### src/rtl/output_pooling_pkg.sv
// -----------------------------------------------------------------------------
// output_pooling_pkg
// Shared definitions for the output pooling memory reader and writer-side
// decoder: default width constants and the reader FSM state encoding.
// -----------------------------------------------------------------------------
package output_pooling_pkg;

  localparam int DEF_CHANNEL_WIDTH = 7;
  localparam int DEF_ROW_WIDTH     = 2;
  localparam int DEF_COL_WIDTH     = 2;
  localparam int DEF_BRAM_NUM      = 4;
  localparam int DEF_BRAM_DEPTH    = 1152;
  localparam int DEF_DATA_WIDTH    = 16;

  typedef enum logic [1:0] {
    ST_IDLE  = 2'd0,
    ST_ISSUE = 2'd1,
    ST_DRAIN = 2'd2,
    ST_DONE  = 2'd3
  } pool_state_t;

endpackage

### src/rtl/output_pooling_skid_fifo.sv
// -----------------------------------------------------------------------------
// output_pooling_skid_fifo
// Two-entry FIFO holding BRAM read data plus its sideband (mask, channel,
// row, col, last). Simultaneous push and pop are allowed; a push into a
// full FIFO without a matching pop is dropped (the reader's credit logic
// never does that).
//
// Ports:
//   clk        clock
//   rst        synchronous active-high reset, clears storage and pointers
//   push       write push_data this cycle
//   push_data  entry to store
//   pop        consume the head entry (ignored when empty)
//   out_valid  head entry present
//   out_data   head entry, held until popped
//   count      current occupancy, 0..2
// -----------------------------------------------------------------------------
module output_pooling_skid_fifo #(
  parameter int WIDTH = 8
) (
  input  logic             clk,
  input  logic             rst,
  input  logic             push,
  input  logic [WIDTH-1:0] push_data,
  input  logic             pop,
  output logic             out_valid,
  output logic [WIDTH-1:0] out_data,
  output logic [1:0]       count
);

  logic [WIDTH-1:0] mem0_q;
  logic [WIDTH-1:0] mem1_q;
  logic             wr_ptr_q;
  logic             rd_ptr_q;
  logic [1:0]       cnt_q;
  logic             do_pop;
  logic             do_push;

  assign do_pop  = pop && (cnt_q != 2'd0);
  assign do_push = push && ((cnt_q != 2'd2) || do_pop);

  always_ff @(posedge clk) begin
    if (rst) begin
      mem0_q   <= '0;
      mem1_q   <= '0;
      wr_ptr_q <= 1'b0;
      rd_ptr_q <= 1'b0;
      cnt_q    <= 2'd0;
    end else begin
      if (do_push) begin
        if (wr_ptr_q) mem1_q <= push_data;
        else          mem0_q <= push_data;
        wr_ptr_q <= ~wr_ptr_q;
      end
      if (do_pop) rd_ptr_q <= ~rd_ptr_q;
      case ({do_push, do_pop})
        2'b10:   cnt_q <= cnt_q + 2'd1;
        2'b01:   cnt_q <= cnt_q - 2'd1;
        default: cnt_q <= cnt_q;
      endcase
    end
  end

  assign out_valid = (cnt_q != 2'd0);
  assign out_data  = rd_ptr_q ? mem1_q : mem0_q;
  assign count     = cnt_q;

endmodule

### src/rtl/output_pooling_mem_reader.sv
// -----------------------------------------------------------------------------
// output_pooling_mem_reader
// Reads a pooled output map back out of OUTPUT_BRAM_NUM parallel BRAM lanes
// in the layout produced by the pooling writer and streams it as beats with
// valid/ready handshake. One beat = one address = up to OUTPUT_BRAM_NUM
// consecutive channels at one (row, col).
//
//   address = G*P*P + row*P + col,  G = (channel - start) / OUTPUT_BRAM_NUM
//
// Build option:
//   OUTPUT_POOLING_READER_LANE_ZERO_EN  when defined, lanes whose mask bit is
//                                       clear are forced to zero in o_data;
//                                       otherwise raw BRAM data passes through.
//
// Ports:
//   i_clk, i_rst                  clock, synchronous active-high reset
//   i_start                       start pulse, sampled only in IDLE
//   i_output_pooling_size         pooled map side P
//   i_output_start_index_channel  first channel
//   i_output_end_index_channel    last channel (inclusive)
//   o_bram_rd_en, o_bram_addr     read strobe and common address to all lanes
//   i_bram_rdata                  lane data, valid one cycle after rd_en
//   o_valid, i_ready              beat handshake
//   o_data, o_lane_mask           beat data and active lanes
//   o_channel, o_row, o_col       base channel and pooled position of beat
//   o_last                        final beat of the frame
//   o_busy, o_done                high outside IDLE, one-cycle completion pulse
//
// FSM states:
//   state    | meaning
//   ST_IDLE  | waiting for i_start; config latched on accept
//   ST_ISSUE | issuing addresses 0..total-1 as buffer credit allows
//   ST_DRAIN | all reads issued, waiting for the last beat to be accepted
//   ST_DONE  | one cycle, o_done high
// -----------------------------------------------------------------------------
module output_pooling_mem_reader
  import output_pooling_pkg::*;
#(
  parameter int OUTPUT_CHANNEL_WIDTH      = DEF_CHANNEL_WIDTH,
  parameter int OUTPUT_ROW_WIDTH          = DEF_ROW_WIDTH,
  parameter int OUTPUT_COL_WIDTH          = DEF_COL_WIDTH,
  parameter int OUTPUT_BRAM_NUM           = DEF_BRAM_NUM,
  parameter int OUTPUT_BRAM_DEPTH         = DEF_BRAM_DEPTH,
  parameter int OUTPUT_BRAM_ADDRESS_WIDTH = $clog2(OUTPUT_BRAM_DEPTH),
  parameter int DATA_WIDTH                = DEF_DATA_WIDTH
) (
  input  logic                                    i_clk,
  input  logic                                    i_rst,
  input  logic                                    i_start,
  input  logic [OUTPUT_COL_WIDTH-1:0]             i_output_pooling_size,
  input  logic [OUTPUT_CHANNEL_WIDTH-1:0]         i_output_start_index_channel,
  input  logic [OUTPUT_CHANNEL_WIDTH-1:0]         i_output_end_index_channel,
  output logic                                    o_bram_rd_en,
  output logic [OUTPUT_BRAM_ADDRESS_WIDTH-1:0]    o_bram_addr,
  input  logic [OUTPUT_BRAM_NUM*DATA_WIDTH-1:0]   i_bram_rdata,
  output logic                                    o_valid,
  input  logic                                    i_ready,
  output logic [OUTPUT_BRAM_NUM*DATA_WIDTH-1:0]   o_data,
  output logic [OUTPUT_BRAM_NUM-1:0]              o_lane_mask,
  output logic [OUTPUT_CHANNEL_WIDTH-1:0]         o_channel,
  output logic [OUTPUT_ROW_WIDTH-1:0]             o_row,
  output logic [OUTPUT_COL_WIDTH-1:0]             o_col,
  output logic                                    o_last,
  output logic                                    o_busy,
  output logic                                    o_done
);

  localparam int CW     = OUTPUT_CHANNEL_WIDTH;
  localparam int RW     = OUTPUT_ROW_WIDTH;
  localparam int PW     = OUTPUT_COL_WIDTH;
  localparam int NUM    = OUTPUT_BRAM_NUM;
  localparam int AW     = OUTPUT_BRAM_ADDRESS_WIDTH;
  localparam int DW     = DATA_WIDTH;
  // channel count needs CW+1 bits; one more keeps the ceil() add from wrapping
  localparam int GW     = CW + 2;
  localparam int RC_W   = (RW > PW) ? RW : PW;
  localparam int SIDE_W = NUM + CW + RW + PW + 1;
  localparam int LANE_W = NUM * DW;
  localparam int FIFO_W = LANE_W + SIDE_W;

  pool_state_t       state_q;
  logic [PW-1:0]     p_q;
  logic [GW-1:0]     groups_q;
  logic [GW-1:0]     grp_q;
  logic [NUM-1:0]    last_mask_q;
  logic [RW-1:0]     row_q;
  logic [PW-1:0]     col_q;
  logic [CW-1:0]     base_q;
  logic [AW-1:0]     addr_q;
  logic              pend_q;
  logic [SIDE_W-1:0] pend_side_q;

  // ---------------------------------------------------------------------------
  // Frame geometry, decoded from the live inputs and latched on i_start
  // ---------------------------------------------------------------------------
  logic [GW-1:0]  n_c;
  logic [GW-1:0]  groups_c;
  logic [GW-1:0]  rem_c;
  logic [NUM-1:0] last_mask_c;
  logic           empty_c;

  always_comb begin
    n_c         = GW'(i_output_end_index_channel) - GW'(i_output_start_index_channel) + GW'(1);
    groups_c    = (n_c + GW'(NUM - 1)) / GW'(NUM);
    rem_c       = n_c % GW'(NUM);
    last_mask_c = '0;
    for (int k = 0; k < NUM; k++) begin
      last_mask_c[k] = (rem_c == '0) || (GW'(k) < rem_c);
    end
    empty_c = (i_output_pooling_size == '0) ||
              (i_output_end_index_channel < i_output_start_index_channel);
  end

  // ---------------------------------------------------------------------------
  // Position of the address being issued this cycle
  // ---------------------------------------------------------------------------
  logic              last_grp_c;
  logic              row_end_c;
  logic              col_end_c;
  logic              last_addr_c;
  logic [NUM-1:0]    mask_c;
  logic [SIDE_W-1:0] side_c;

  always_comb begin
    last_grp_c  = (grp_q == groups_q - GW'(1));
    row_end_c   = (RC_W'(row_q) == RC_W'(p_q) - RC_W'(1));
    col_end_c   = (col_q == p_q - PW'(1));
    last_addr_c = last_grp_c && row_end_c && col_end_c;
    mask_c      = last_grp_c ? last_mask_q : '1;
    side_c      = {mask_c, base_q, row_q, col_q, last_addr_c};
  end

  // ---------------------------------------------------------------------------
  // Read credit. The count is taken after this cycle's accepted beat so a
  // full-rate stream keeps one read issuing per cycle; occupancy next cycle
  // equals this count, so the 2-entry buffer cannot overflow.
  // ---------------------------------------------------------------------------
  logic             fifo_valid;
  logic [1:0]       fifo_count;
  logic [FIFO_W-1:0] fifo_out;
  logic             pop;
  logic [2:0]       committed;

  assign pop          = fifo_valid && i_ready;
  assign committed    = 3'(fifo_count) + 3'(pend_q) - 3'(pop);
  assign o_bram_rd_en = (state_q == ST_ISSUE) && (committed < 3'd2);
  assign o_bram_addr  = addr_q;

  always_ff @(posedge i_clk) begin
    if (i_rst) begin
      state_q     <= ST_IDLE;
      p_q         <= '0;
      groups_q    <= '0;
      grp_q       <= '0;
      last_mask_q <= '0;
      row_q       <= '0;
      col_q       <= '0;
      base_q      <= '0;
      addr_q      <= '0;
      pend_q      <= 1'b0;
      pend_side_q <= '0;
    end else begin
      pend_q <= o_bram_rd_en;
      if (o_bram_rd_en) pend_side_q <= side_c;

      case (state_q)
        ST_IDLE: begin
          if (i_start) begin
            p_q         <= i_output_pooling_size;
            groups_q    <= groups_c;
            last_mask_q <= last_mask_c;
            base_q      <= i_output_start_index_channel;
            grp_q       <= '0;
            row_q       <= '0;
            col_q       <= '0;
            addr_q      <= '0;
            state_q     <= empty_c ? ST_DONE : ST_ISSUE;
          end
        end
        ST_ISSUE: begin
          if (o_bram_rd_en) begin
            addr_q <= addr_q + AW'(1);
            if (col_end_c) begin
              col_q <= '0;
              if (row_end_c) begin
                row_q  <= '0;
                grp_q  <= grp_q + GW'(1);
                base_q <= base_q + CW'(NUM);
              end else begin
                row_q <= row_q + RW'(1);
              end
            end else begin
              col_q <= col_q + PW'(1);
            end
            if (last_addr_c) state_q <= ST_DRAIN;
          end
        end
        ST_DRAIN: begin
          if (pop && o_last) state_q <= ST_DONE;
        end
        ST_DONE: state_q <= ST_IDLE;
        default: state_q <= ST_IDLE;
      endcase
    end
  end

  // ---------------------------------------------------------------------------
  // Data captured one cycle after the read, together with its sideband
  // ---------------------------------------------------------------------------
  logic [LANE_W-1:0] push_lanes;

`ifdef OUTPUT_POOLING_READER_LANE_ZERO_EN
  logic [NUM-1:0] pend_mask;
  assign pend_mask = pend_side_q[SIDE_W-1 -: NUM];

  always_comb begin
    push_lanes = i_bram_rdata;
    for (int k = 0; k < NUM; k++) begin
      if (!pend_mask[k]) push_lanes[k*DW +: DW] = '0;
    end
  end
`else
  assign push_lanes = i_bram_rdata;
`endif

  output_pooling_skid_fifo #(
    .WIDTH (FIFO_W)
  ) u_fifo (
    .clk       (i_clk),
    .rst       (i_rst),
    .push      (pend_q),
    .push_data ({push_lanes, pend_side_q}),
    .pop       (pop),
    .out_valid (fifo_valid),
    .out_data  (fifo_out),
    .count     (fifo_count)
  );

  assign o_valid = fifo_valid;
  assign o_data  = fifo_out[SIDE_W +: LANE_W];
  assign {o_lane_mask, o_channel, o_row, o_col, o_last} = fifo_out[SIDE_W-1:0];
  assign o_busy  = (state_q != ST_IDLE);
  assign o_done  = (state_q == ST_DONE);

endmodule
### config.mk
export PLATFORM = sky130hd
export DESIGN_NAME = output_pooling_mem_reader
export DESIGN_NICKNAME = d
export VERILOG_FILES = /design/src/rtl/output_pooling_pkg.sv /design/src/rtl/output_pooling_skid_fifo.sv /design/src/rtl/output_pooling_mem_reader.sv
export SDC_FILE = /design/constraint.sdc
export NUM_CORES = 1
export LEC_CHECK = 0
export CORE_MARGIN = 4
export CORE_UTILIZATION = 48
export DETAILED_ROUTE_END_ITERATION = 16
export GPL_ROUTABILITY_DRIVEN = 0
export HOLD_SLACK_MARGIN = 0.15
export PLACE_DENSITY = 0.86
export SETUP_SLACK_MARGIN = 0.1
export SLEW_MARGIN = 20
export SYNTH_ARGS = -nofsm -noshare
export SYNTH_HDL_FRONTEND = slang
export SYNTH_SLANG_ARGS = --single-unit
### constraint.sdc
create_clock -name i_clk -period 3 [get_ports i_clk]
set_input_delay 0.6 -clock i_clk [delete_from_list [all_inputs] [get_ports i_clk]]
set_output_delay 0.6 -clock i_clk [all_outputs]
set_load 0.02 [all_outputs]
=== Yosys cells after proc, flatten, opt, wreduce, memory -nomap -nowiden ===
Index checks and enable logic that the tools add are counted.

* Equal/unequal tests: 15
* $add $sub $neg: 14
* Reduce and logical (&&, ||, !) cells: 27
* Bitwise gates (word level): 2
* Multiplexer cells: 30
* $lt $le $gt $ge: 6

{| class="wikitable"
|+ Operators by type and width
! cell !! count
|-
| 2-to-1 mux 80 bit || 1
|-
| 2-to-1 mux 9 bit || 4
|-
| 2-to-1 mux 7 bit || 4
|-
| 2-to-1 mux 11 bit || 2
|-
| 2-to-1 mux 2 bit || 11
|-
| case mux 11 bit (2 select lines) || 1
|-
| case mux 9 bit (2 select lines) || 1
|-
| != test 2 bit, second input constant || 7
|-
| case mux 7 bit (2 select lines) || 1
|-
| case mux 2 bit (2 select lines) || 3
|-
| adder 11 x 1 -> 11 bit, second input constant || 1
|-
| adder 8 x 2 -> 9 bit, second input constant || 1
|-
| adder 9 x 1 -> 9 bit, second input constant || 1
|-
| adder 9 x 2 -> 9 bit, second input constant || 1
|-
| equality test 9 bit || 1
|-
| zero test 9 bit || 1
|-
| case mux 2 bit (4 select lines) || 1
|-
| AND reduction 4 bit || 2
|-
| nonzero test 2 bit || 4
|-
| subtractor 7 x 1 -> 8 bit, second input constant || 1
|-
| subtractor 7 x 7 -> 8 bit || 1
|-
| adder 7 x 3 -> 7 bit, second input constant || 1
|-
| logical AND 1 bit || 7
|-
| < comparator 7 bit || 1
|-
| 17 further kinds || 35
|}

* Output and inout bits: 95
* Register bits after elaboration: 227

=== Depth between registers and ports, before layout ===
Gate-level depths: netlist of run 1.

* Depth in word-level cells: 7
* Depth in mapped cells: 15

=== Cells and area by module ===
From an unflattened synthesis of run 1, not the netlist that was laid out.

* Cell total of the unflattened synthesis: 1264
* Area, all modules: 11347.1 um^2

{| class="wikitable"
|+ Modules (own cells, without submodules)
! module !! area an instance (um^2) !! instances !! cells an instance
|-
| output_pooling_skid_fifo || 7793.7 || 1 || 820
|-
| output_pooling_mem_reader || 3553.4 || 1 || 444
|}

=== Worst setup path after synthesis of run 1 ===
No wires, ideal clock.

* Kind: register -> output
* Start point: register u_fifo.cnt_q[1], in the netlist u_fifo.count[1]
* End point: output port o_bram_rd_en
* Data required time: 2.400 ns
* Data arrival time: 2.617 ns
* Buffers on the path: 2
* Path slack: -0.217 ns
* Stages on the path, launching flop included: 11
* Path through: dfxtp_1 inv_1 nand2_1 and2_1 ha_1 nor2b_1 fa_1 or3_1 clkbuf_1 inv_2 buf_1

* Cells in the longest elaborated chain, start to end: 5
* Elaborated cells between the ends (all ways): 6
* Those cells by class: add/sub (2); order compare (1); reduce/logical (3)

{| class="wikitable"
|+ Ends and longest elaborated chain
! what !! line !! source
|-
| start: declaration || output_pooling_skid_fifo.sv:35 || <nowiki>logic [1:0] cnt_q;</nowiki>
|-
| start signal: assignment || output_pooling_skid_fifo.sv:57 || <nowiki>2'b10: cnt_q <= cnt_q + 2'd1;</nowiki>
|-
| start signal: assignment || output_pooling_skid_fifo.sv:58 || <nowiki>2'b01: cnt_q <= cnt_q - 2'd1;</nowiki>
|-
| start signal: assignment || output_pooling_skid_fifo.sv:59 || <nowiki>default: cnt_q <= cnt_q;</nowiki>
|-
| nonzero test 2 bit || output_pooling_skid_fifo.sv:64 || <nowiki>assign out_valid = (cnt_q != 2'd0);</nowiki>
|-
| via o_valid || output_pooling_mem_reader.sv:56 || <nowiki>output logic o_valid,</nowiki>
|-
| logical AND 1 bit || output_pooling_mem_reader.sv:144 || <nowiki>assign pop = fifo_valid && i_ready;</nowiki>
|-
| subtractor 3 x 1 -> 3 bit || output_pooling_mem_reader.sv:145 || <nowiki>assign committed = 3'(fifo_count) + 3'(pend_q) - 3'(pop);</nowiki>
|-
| < comparator 3 x 2 -> 1 bit || output_pooling_mem_reader.sv:146 || <nowiki>assign o_bram_rd_en = (state_q == ST_ISSUE) && (committed < 3'd2);</nowiki>
|-
| logical AND 1 bit || output_pooling_mem_reader.sv:146 ||
|-
| end: declaration || output_pooling_mem_reader.sv:53 || <nowiki>output logic o_bram_rd_en,</nowiki>
|}

The timed path passes the listed nets, and every way through them passes these cells.

=== Worst setup path after layout of run 1 ===
* Start point: register u_fifo.cnt_q[0], in the netlist u_fifo.count[0]
* End point: output port o_bram_rd_en

* Cells in the longest elaborated chain, start to end: 5
* Elaborated cells between the ends (all ways): 6
* Those cells by class: add/sub (2); order compare (1); reduce/logical (3)

{| class="wikitable"
|+ Ends and longest elaborated chain
! what !! line
|-
| branches (longest 2 deep; another with adder 2 x 1 -> 3 bit) || -
|-
| subtractor 3 x 1 -> 3 bit * || output_pooling_mem_reader.sv:145
|-
| < comparator 3 x 2 -> 1 bit * || output_pooling_mem_reader.sv:146
|-
| logical AND 1 bit * || output_pooling_mem_reader.sv:146
|}

Mark *: on every way between the ends.

==> results.md, run 1 <==
- Run status: finished with violations
- Violations in the final reports: setup timing
- Tot Pwr: 0.01005 W
- Final setup fails: 1
- Number of global-route vias before repair: 9073
- CP startpoint kind: flip-flop
- Average instance area after synthesis: 8.054 µm²
- Sequential element share of the synthesized area: 45.17%
- Mapped Cells: 1249
- Initial core utilization: 49.24%
- Total Routing Usage GR: 22.05%
- Final worst setup slack: -0.002926 ns
- Clock transition at the register clock pins on the worst setup and hold paths after CTS: 0.06 ns
- Vias: 9180
- Drc violations: 0
- # port buffers: 178
- Worst-margin pin slew: 0.6501 ns
- Die ar.: 0.02334 mm²
- Number of antenna cells inserted: 0
- Count of maximum capacitance violations: 0
- Data arrival time of the critical path: 2.40 ns
- Part of the power in registers: 36.1%
- Synth warn: 0
- Ratio of final minimum period to clock period: 100.1%
- Die Height: 152.8 µm
- Core box area: 0.02043 mm²
- Maximum operating frequency: 333.0 MHz
- Cell row count: 52
- Cell area after synthesis: 0.01006 mm²
- Worst-path fanout max: 2
- CTS tree: built
- Number of antenna violations at the first check in global routing: 0
- Final Core Density: 65.86%
- Hold-fix buffers at CTS: 0
- Commonest non-fill, non-tap cells in the layout: sky130_fd_sc_hd__nand2_1, sky130_fd_sc_hd__dfxtp_1, sky130_fd_sc_hd__a21oi_1
- R2R cell count: 15
- Hold slack final: 0.4518 ns
- Aggregate routed wire length: 26760 µm
- Leak: 4.893 nW
- DRC violation total after the first TritonRoute iteration: 581
- Slack of the worst reg-to-reg path: 0.05 ns
- Top Ports: 179
- EDFF count, synth: 0
- Post-synth top area share: 45.17%
- Worst Setup Path Type: reg2out
- FFs w/ async S/R, synth: 0%
- Drt first pass iters: 5
- Net count of the mapped netlist: 1355
- FF+latch count, synth: 227
- Antenna Violating Nets Remaining: 0
- Required time at the worst-slack endpoint: 2.40 ns
- Library cell with the largest summed area after synthesis: sky130_fd_sc_hd__dfxtp_1
- Fraction of final layout cells sized beyond drive strength 1: 15.54%
- Detail-routed via count per cell: 5.325
- Clock network fraction of design power: 30.4%
- Width of the die: 152.8 µm
- Endpoints failing hold: 0
- Max-slew violation count: 0
- Number of distinct standard cells referenced by the synthesized netlist: 61
- Deepest level of the CTS H-tree: 1
- Crit path time final: 3.003 ns
- Most common cell after layout, fill and taps aside: sky130_fd_sc_hd__nand2_1
- First-pass GRT wire length: 44290 µm
- Count of fill cells added during filler insertion: 1641
- Latest clock arrival within the worst-skew pair: 0.51 ns
- Type of element capturing the critical path: primary output
- NetSw: 0.003293 W
- RSZ-0062 raised after global routing: true
- Total grt overflow: 0
- Wire length per cell after detailed routing: 15.52 µm
- Signed area change from the synthesized netlist to the final layout: 33.74%
- Largest net degree at the start of global routing: 91
- Inserted Clock Buffers: 24
- Internal power: 0.006760 W
- Sum of net half-perimeters after detailed placement: 17700 µm
- Final net count: 1542
- Combinational power share: 33.5%
- Crit path launch: u_fifo.count[0]$_SDFFE_PP0P_
- Kind of path behind the tightest hold check: reg2reg
- Most area-consuming cells after synthesis: sky130_fd_sc_hd__dfxtp_1, sky130_fd_sc_hd__nand2_1, sky130_fd_sc_hd__a21oi_1, sky130_fd_sc_hd__mux2_2, sky130_fd_sc_hd__clkbuf_1
- Reg-to-reg startpoint: u_fifo.count[0]$_SDFFE_PP0P_
- P per Cell Area: 747.2 mW/mm²
- Maximum number of buffers from clock root to sink: 3
- Fin Clk Skew: 0.01333 ns
- Worst setup path endpoint: o_bram_rd_en
- Switching fraction of total power: 32.76%
- Largest vdd supply drop: 785.9 µV
- Area used by multi-input combinational logic: 0.005275 mm²
- Clock sinks: 227
- Capture instance of the worst register-to-register path: grp_q[4]$_SDFFE_PP0P_
- Tightest slew margin relative to the limit: 56.66%
- Clock tree root buffer cell: sky130_fd_sc_hd__clkbuf_16
- Sequential cell area: 0.004551 mm²
- Top_reg_cell synth: sky130_fd_sc_hd__dfxtp_1
==> layer usage <==
layer / GRT usage [%] / vias up / share of wire, %
met3: 2.528 / 45 / 4.0
met1: 28.15 / 4383 / 43
li1: - / 4527 / -
met4: 5.812 / 0 / 2.6
met5: 0 / - / 0
met2: 39.62 / 225 / 50
==> power groups by stage <==
stage / sequential (W) / clock, W / combinational, W
2_1_floorplan: 0.00360 / 0 / 0.00201
3_3_place_gp: 0.00369 / 0 / 0.00309
3_5_place_dp: 0.00370 / 0 / 0.00316
4_1_cts: 0.00363 / 0.00312 / 0.00329
5_1_grt: 0.00368 / 0.00323 / 0.00368
6_report: 0.00363 / 0.00306 / 0.00336
==> Yosys cell counts, drive strengths merged (6+ instances only) <==
master  instances
mux2           80
nor2b           6
or3             8
dfxtp         227
nand2         389
ha             20
a211oi          6
nor2           60
xnor2          25
o21ai          14
nor3           13
clkbuf         74
a21oi         198
nand3          13
xor2           19
or2             6
inv            23
==> worst min-delay path by stage <==
| stage | endpoint | cells after the start | startpoint |
|---|---|---|---|
| 2_1_floorplan | pend_side_q[5]$_SDFFE_PP0P_ | 2 | base_q[0]$_SDFFE_PP0P_ |
| 3_3_place_gp | u_fifo.mem1_q[63]$_SDFFE_PP0P_ | 2 | u_fifo.mem1_q[63]$_SDFFE_PP0P_ |
| 3_5_place_dp | u_fifo.mem1_q[24]$_SDFFE_PP0P_ | 2 | u_fifo.mem1_q[24]$_SDFFE_PP0P_ |
| 4_1_cts | u_fifo.mem1_q[24]$_SDFFE_PP0P_ | 2 | u_fifo.mem1_q[24]$_SDFFE_PP0P_ |
| 5_1_grt | u_fifo.mem1_q[43]$_SDFFE_PP0P_ | 2 | u_fifo.mem1_q[43]$_SDFFE_PP0P_ |
| 6_report | u_fifo.mem0_q[28]$_SDFFE_PP0P_ | 2 | u_fifo.mem0_q[28]$_SDFFE_PP0P_ |
==> sequential cells by signal, indices dropped and copies added (netlist names) <==
| name | flops |
|---|---|
| pend_side_q | 16 |
| state_q | 2 |
| last_mask_q | 4 |
| u_fifo.count | 2 |
| groups_q | 7 |
| row_q | 2 |
| pend_q | 1 |
| u_fifo.wr_ptr_q | 1 |
| p_q | 2 |
| o_bram_addr | 11 |
| u_fifo.mem0_q | 80 |
| base_q | 7 |
| col_q | 2 |
| u_fifo.rd_ptr_q | 1 |
| grp_q | 9 |
| u_fifo.mem1_q | 80 |
==> cell type report <==
class                   count  share of cell area (%)
clock buffers              35                   5.450
inverters                  23                  0.6603
flip-flops and latches    227                   33.82
well taps                 270                   2.511
repair buffers            239                   17.64
clock inverters             9                  0.7068
multi-input cells         921                   39.21
==> logic make-up (layout without fill, tap and decap cells) <==
group / after synthesis / in the layout / synth area share (%)
compound gates: 248 / 248 / 13.48
xor+xnor: 44 / 44 / 4.055
fa+ha+maj: 22 / 22 / 2.886
buf+inv: 101 / 306 / 3.794
flops: 227 / 227 / 45.17
mux: 82 / 82 / 9.154
simple gates: 525 / 525 / 21.46
==> repair_timing <==
item                       4_1_cts  5_1_grt
setup buffers                    3        2
pin swaps                        7        8
resized for setup               19       13
setup endpoints to repair       39       26
==> worst max-delay path, cell delays in order (launching register included) <==
cell	delay [ns]
sky130_fd_sc_hd__dfxtp_2	0.32
sky130_fd_sc_hd__inv_2	0.06
sky130_fd_sc_hd__nand2_2	0.05
sky130_fd_sc_hd__and2_4	0.14
sky130_fd_sc_hd__ha_4	0.22
sky130_fd_sc_hd__nor2b_4	0.10
sky130_fd_sc_hd__fa_2	0.44
sky130_fd_sc_hd__or3_4	0.40
sky130_fd_sc_hd__inv_4	0.07
sky130_fd_sc_hd__buf_6	0.11
==> per-stage QoR <==
stage	instance area (µm²)	TNS [ns]	std cells	setup slack, ns
floorplan	10080	0	1249	0.1002
global route	13450	-0.2706	1724	-0.06848
detailed placement	12470	-13.73	1675	-0.6824
finish	13450	-0.002926	1724	-0.002926
CTS	13370	-0.08710	1722	-0.08710
global placement	12470	-10.97	1675	-0.6494
Note: power is estimated with default switching activity, not from simulation.
==> run 2, diff against run 1 <==
--- a/config.mk
+++ b/config.mk
@@ -5,8 +5,10 @@
 export SDC_FILE = /design/constraint.sdc
 export NUM_CORES = 1
 export LEC_CHECK = 0
+export CAP_MARGIN = 15
 export CORE_MARGIN = 4
 export CORE_UTILIZATION = 48
+export CTS_CLUSTER_DIAMETER = 40
 export DETAILED_ROUTE_END_ITERATION = 16
 export GPL_ROUTABILITY_DRIVEN = 0
 export HOLD_SLACK_MARGIN = 0.15
==> results.md, run 2 (synthesis gave the netlist of run 1 again) <==
- Commonest non-fill, non-tap cells in the layout: sky130_fd_sc_hd__nand2_1, sky130_fd_sc_hd__dfxtp_1, sky130_fd_sc_hd__a21oi_1
- Endpoints failing hold: 0 (unchanged)
- Leak: 5.144 nW (+5.1%)
- Clock transition at the register clock pins on the worst setup and hold paths after CTS: 0.05 ns (about the same)
- Final setup fails: 1 (unchanged)
- # port buffers: 178 (unchanged)
- Combinational power share: 30.7% (-2.8 points)
- Internal power: 0.007904 W (+17%)
- Final Core Density: 68.48% (+2.6 points)
- Worst-path fanout max: 2 (unchanged)
- Number of antenna cells inserted: 0 (unchanged)
- Data arrival time of the critical path: 2.41 ns (about the same)
- Tightest slew margin relative to the limit: 55.01% (-1.6 points)
- Die ar.: 0.02334 mm² (unchanged)
- P per Cell Area: 828.1 mW/mm² (+11%)
- NetSw: 0.003681 W (+12%)
- Drc violations: 0 (unchanged)
- Initial core utilization: 49.24% (unchanged)
- Inserted Clock Buffers: 35 (+46%)
- Switching fraction of total power: 31.77% (-0.98 points)
- Largest vdd supply drop: 887.6 µV (+13%)
- Most common cell after layout, fill and taps aside: sky130_fd_sc_hd__nand2_1
- Area used by multi-input combinational logic: 0.005329 mm² (+1.0%)
- Violations in the final reports: setup timing
- Clock network fraction of design power: 37.8% (+7.4 points)
- Total Routing Usage GR: 23.28% (+1.2 points)
- Top Ports: 179 (unchanged)
- Required time at the worst-slack endpoint: 2.40 ns (about the same)
- RSZ-0062 raised after global routing: true
- Clock tree root buffer cell: sky130_fd_sc_hd__clkbuf_16
- Drt first pass iters: 5 (unchanged)
- Wire length per cell after detailed routing: 16.62 µm (+7.1%)
- Sequential cell area: 0.004549 mm² (about the same)
- Tot Pwr: 0.01158 W (+15%)
- Detail-routed via count per cell: 5.457 (+2.5%)
- Core box area: 0.02043 mm² (unchanged)
- Total grt overflow: 0 (unchanged)
- Clock sinks: 227 (unchanged)
- Number of global-route vias before repair: 9505 (+4.8%)
- Count of maximum capacitance violations: 0 (unchanged)
- Signed area change from the synthesized netlist to the final layout: 39.07%
- Registers with the most flip-flops: u_fifo.mem0_q (80), u_fifo.mem1_q (80), pend_side_q (16)
- Ratio of final minimum period to clock period: 100.4% (+0.34 points)
- Final net count: 1557 (+0.97%)
- Number of antenna violations at the first check in global routing: 0 (unchanged)
- Crit path time final: 3.013 ns (+0.01031 ns)
- DRC violation total after the first TritonRoute iteration: 755 (+30%)
- Deepest level of the CTS H-tree: 2 (+1)
- Aggregate negative setup slack: -0.01324 ns (-0.01031 ns)
- Fraction of final layout cells sized beyond drive strength 1: 17.29% (+1.7 points)
- Type of element capturing the critical path: primary output
- Latest clock arrival within the worst-skew pair: 0.49 ns (-0.02 ns)
- Maximum operating frequency: 331.9 MHz (-0.34%)
- Hold slack final: 0.4509 ns (-0.0008910 ns)
- Count of fill cells added during filler insertion: 1522 (-7.3%)
- Worst Setup Path Type: reg2out
- Antenna Violating Nets Remaining: 0 (unchanged)
- Cell row count: 52 (unchanged)
- Largest net degree at the start of global routing: 91 (unchanged)
- Max-slew violation count: 0 (unchanged)
- Vias: 9522 (+3.7%)
- Width of the die: 152.8 µm (unchanged)
- First-pass GRT wire length: 46330 µm (+4.6%)
- CTS tree: built
- Worst-margin pin slew: 0.6748 ns (+0.02474 ns)
- Maximum number of buffers from clock root to sink: 3 (unchanged)
- Part of the power in registers: 31.5% (-4.6 points)
- Aggregate routed wire length: 29010 µm (+8.4%)
- Final worst setup slack: -0.01324 ns (-0.01031 ns)
- Sum of net half-perimeters after detailed placement: 17700 µm (unchanged)
- Fin Clk Skew: 0.01844 ns (+0.005104 ns)
- Die Height: 152.8 µm (unchanged)
- Kind of path behind the tightest hold check: reg2reg
- Run status: finished with violations
- Pre-CTS setup slack: -0.6824 ns (unchanged)
- CP startpoint kind: flip-flop
-- run 2: per-stage QoR --
step	area [µm²]	instances
global placement	12470	1675
floorplan	10080	1249
finish	13990	1745
detailed placement	12470	1675
CTS	13820	1739
global route	13990	1745
-- run 2: critical path, stage by stage (launching register included) --
cell and delay, ns:
sky130_fd_sc_hd__dfxtp_1 0.31, sky130_fd_sc_hd__inv_1 0.08, sky130_fd_sc_hd__nand2_2 0.06, sky130_fd_sc_hd__and2_4 0.14
sky130_fd_sc_hd__ha_4 0.22, sky130_fd_sc_hd__nor2b_4 0.11, sky130_fd_sc_hd__fa_2 0.44, sky130_fd_sc_hd__or3_4 0.40
sky130_fd_sc_hd__inv_4 0.07, sky130_fd_sc_hd__buf_6 0.11
-- run 2: repair_timing --
item / 4_1_cts / 5_1_grt
resized for setup: 20 / 29
hold endpoints to repair: 0 / 0
endpoints found under the setup margin: 37 / 29
hold buffers: 0 / 0
buffers inserted: 3 / 7
pin swaps: 8 / 28
-- run 2: layer usage --
metal	up-vias	part of all wire, %	track usage, %
met5	-	0	0
met4	0	3.9	9.758
met3	94	5.5	3.692
met2	333	50	40.59
met1	4533	41	28.62
li1	4562	-	-
-- run 2: path summary, 6_finish.rpt --
| path | startpoint | endpoint | slack, ns | cells past startpoint |
|---|---|---|---|---|
| max | u_fifo.count[1]$_SDFFE_PP0P_ | o_bram_rd_en | -0.01 | 9 |
| min | u_fifo.mem0_q[71]$_SDFFE_PP0P_ | u_fifo.mem0_q[71]$_SDFFE_PP0P_ | 0.45 | 2 |
| max reg2reg | u_fifo.count[1]$_SDFFE_PP0P_ | grp_q[4]$_SDFFE_PP0P_ | 0.01 | 15 |
| min reg2reg | u_fifo.mem0_q[71]$_SDFFE_PP0P_ | u_fifo.mem0_q[71]$_SDFFE_PP0P_ | 0.45 | 2 |
-- run 2: layout make-up --
cell class,instances,share of cell area [%]
clock inverter,20,2.352
sequential,227,32.52
multi-input combinational,921,38.09
timing repair buffer,243,17.35
tap,270,2.415
clock buffer,41,6.636
inverter,23,0.6350
-- run 2: power by group through the flow --
| stage | Sequential [W] | Clock, W | Combinational, W |
|---|---|---|---|
| floorplan | 0.00360 | 0 | 0.00201 |
| detailed placement | 0.00370 | 0 | 0.00316 |
| global placement | 0.00369 | 0 | 0.00309 |
| global route | 0.00369 | 0.00457 | 0.00385 |
| CTS | 0.00364 | 0.00444 | 0.00330 |
| finish | 0.00365 | 0.00438 | 0.00355 |
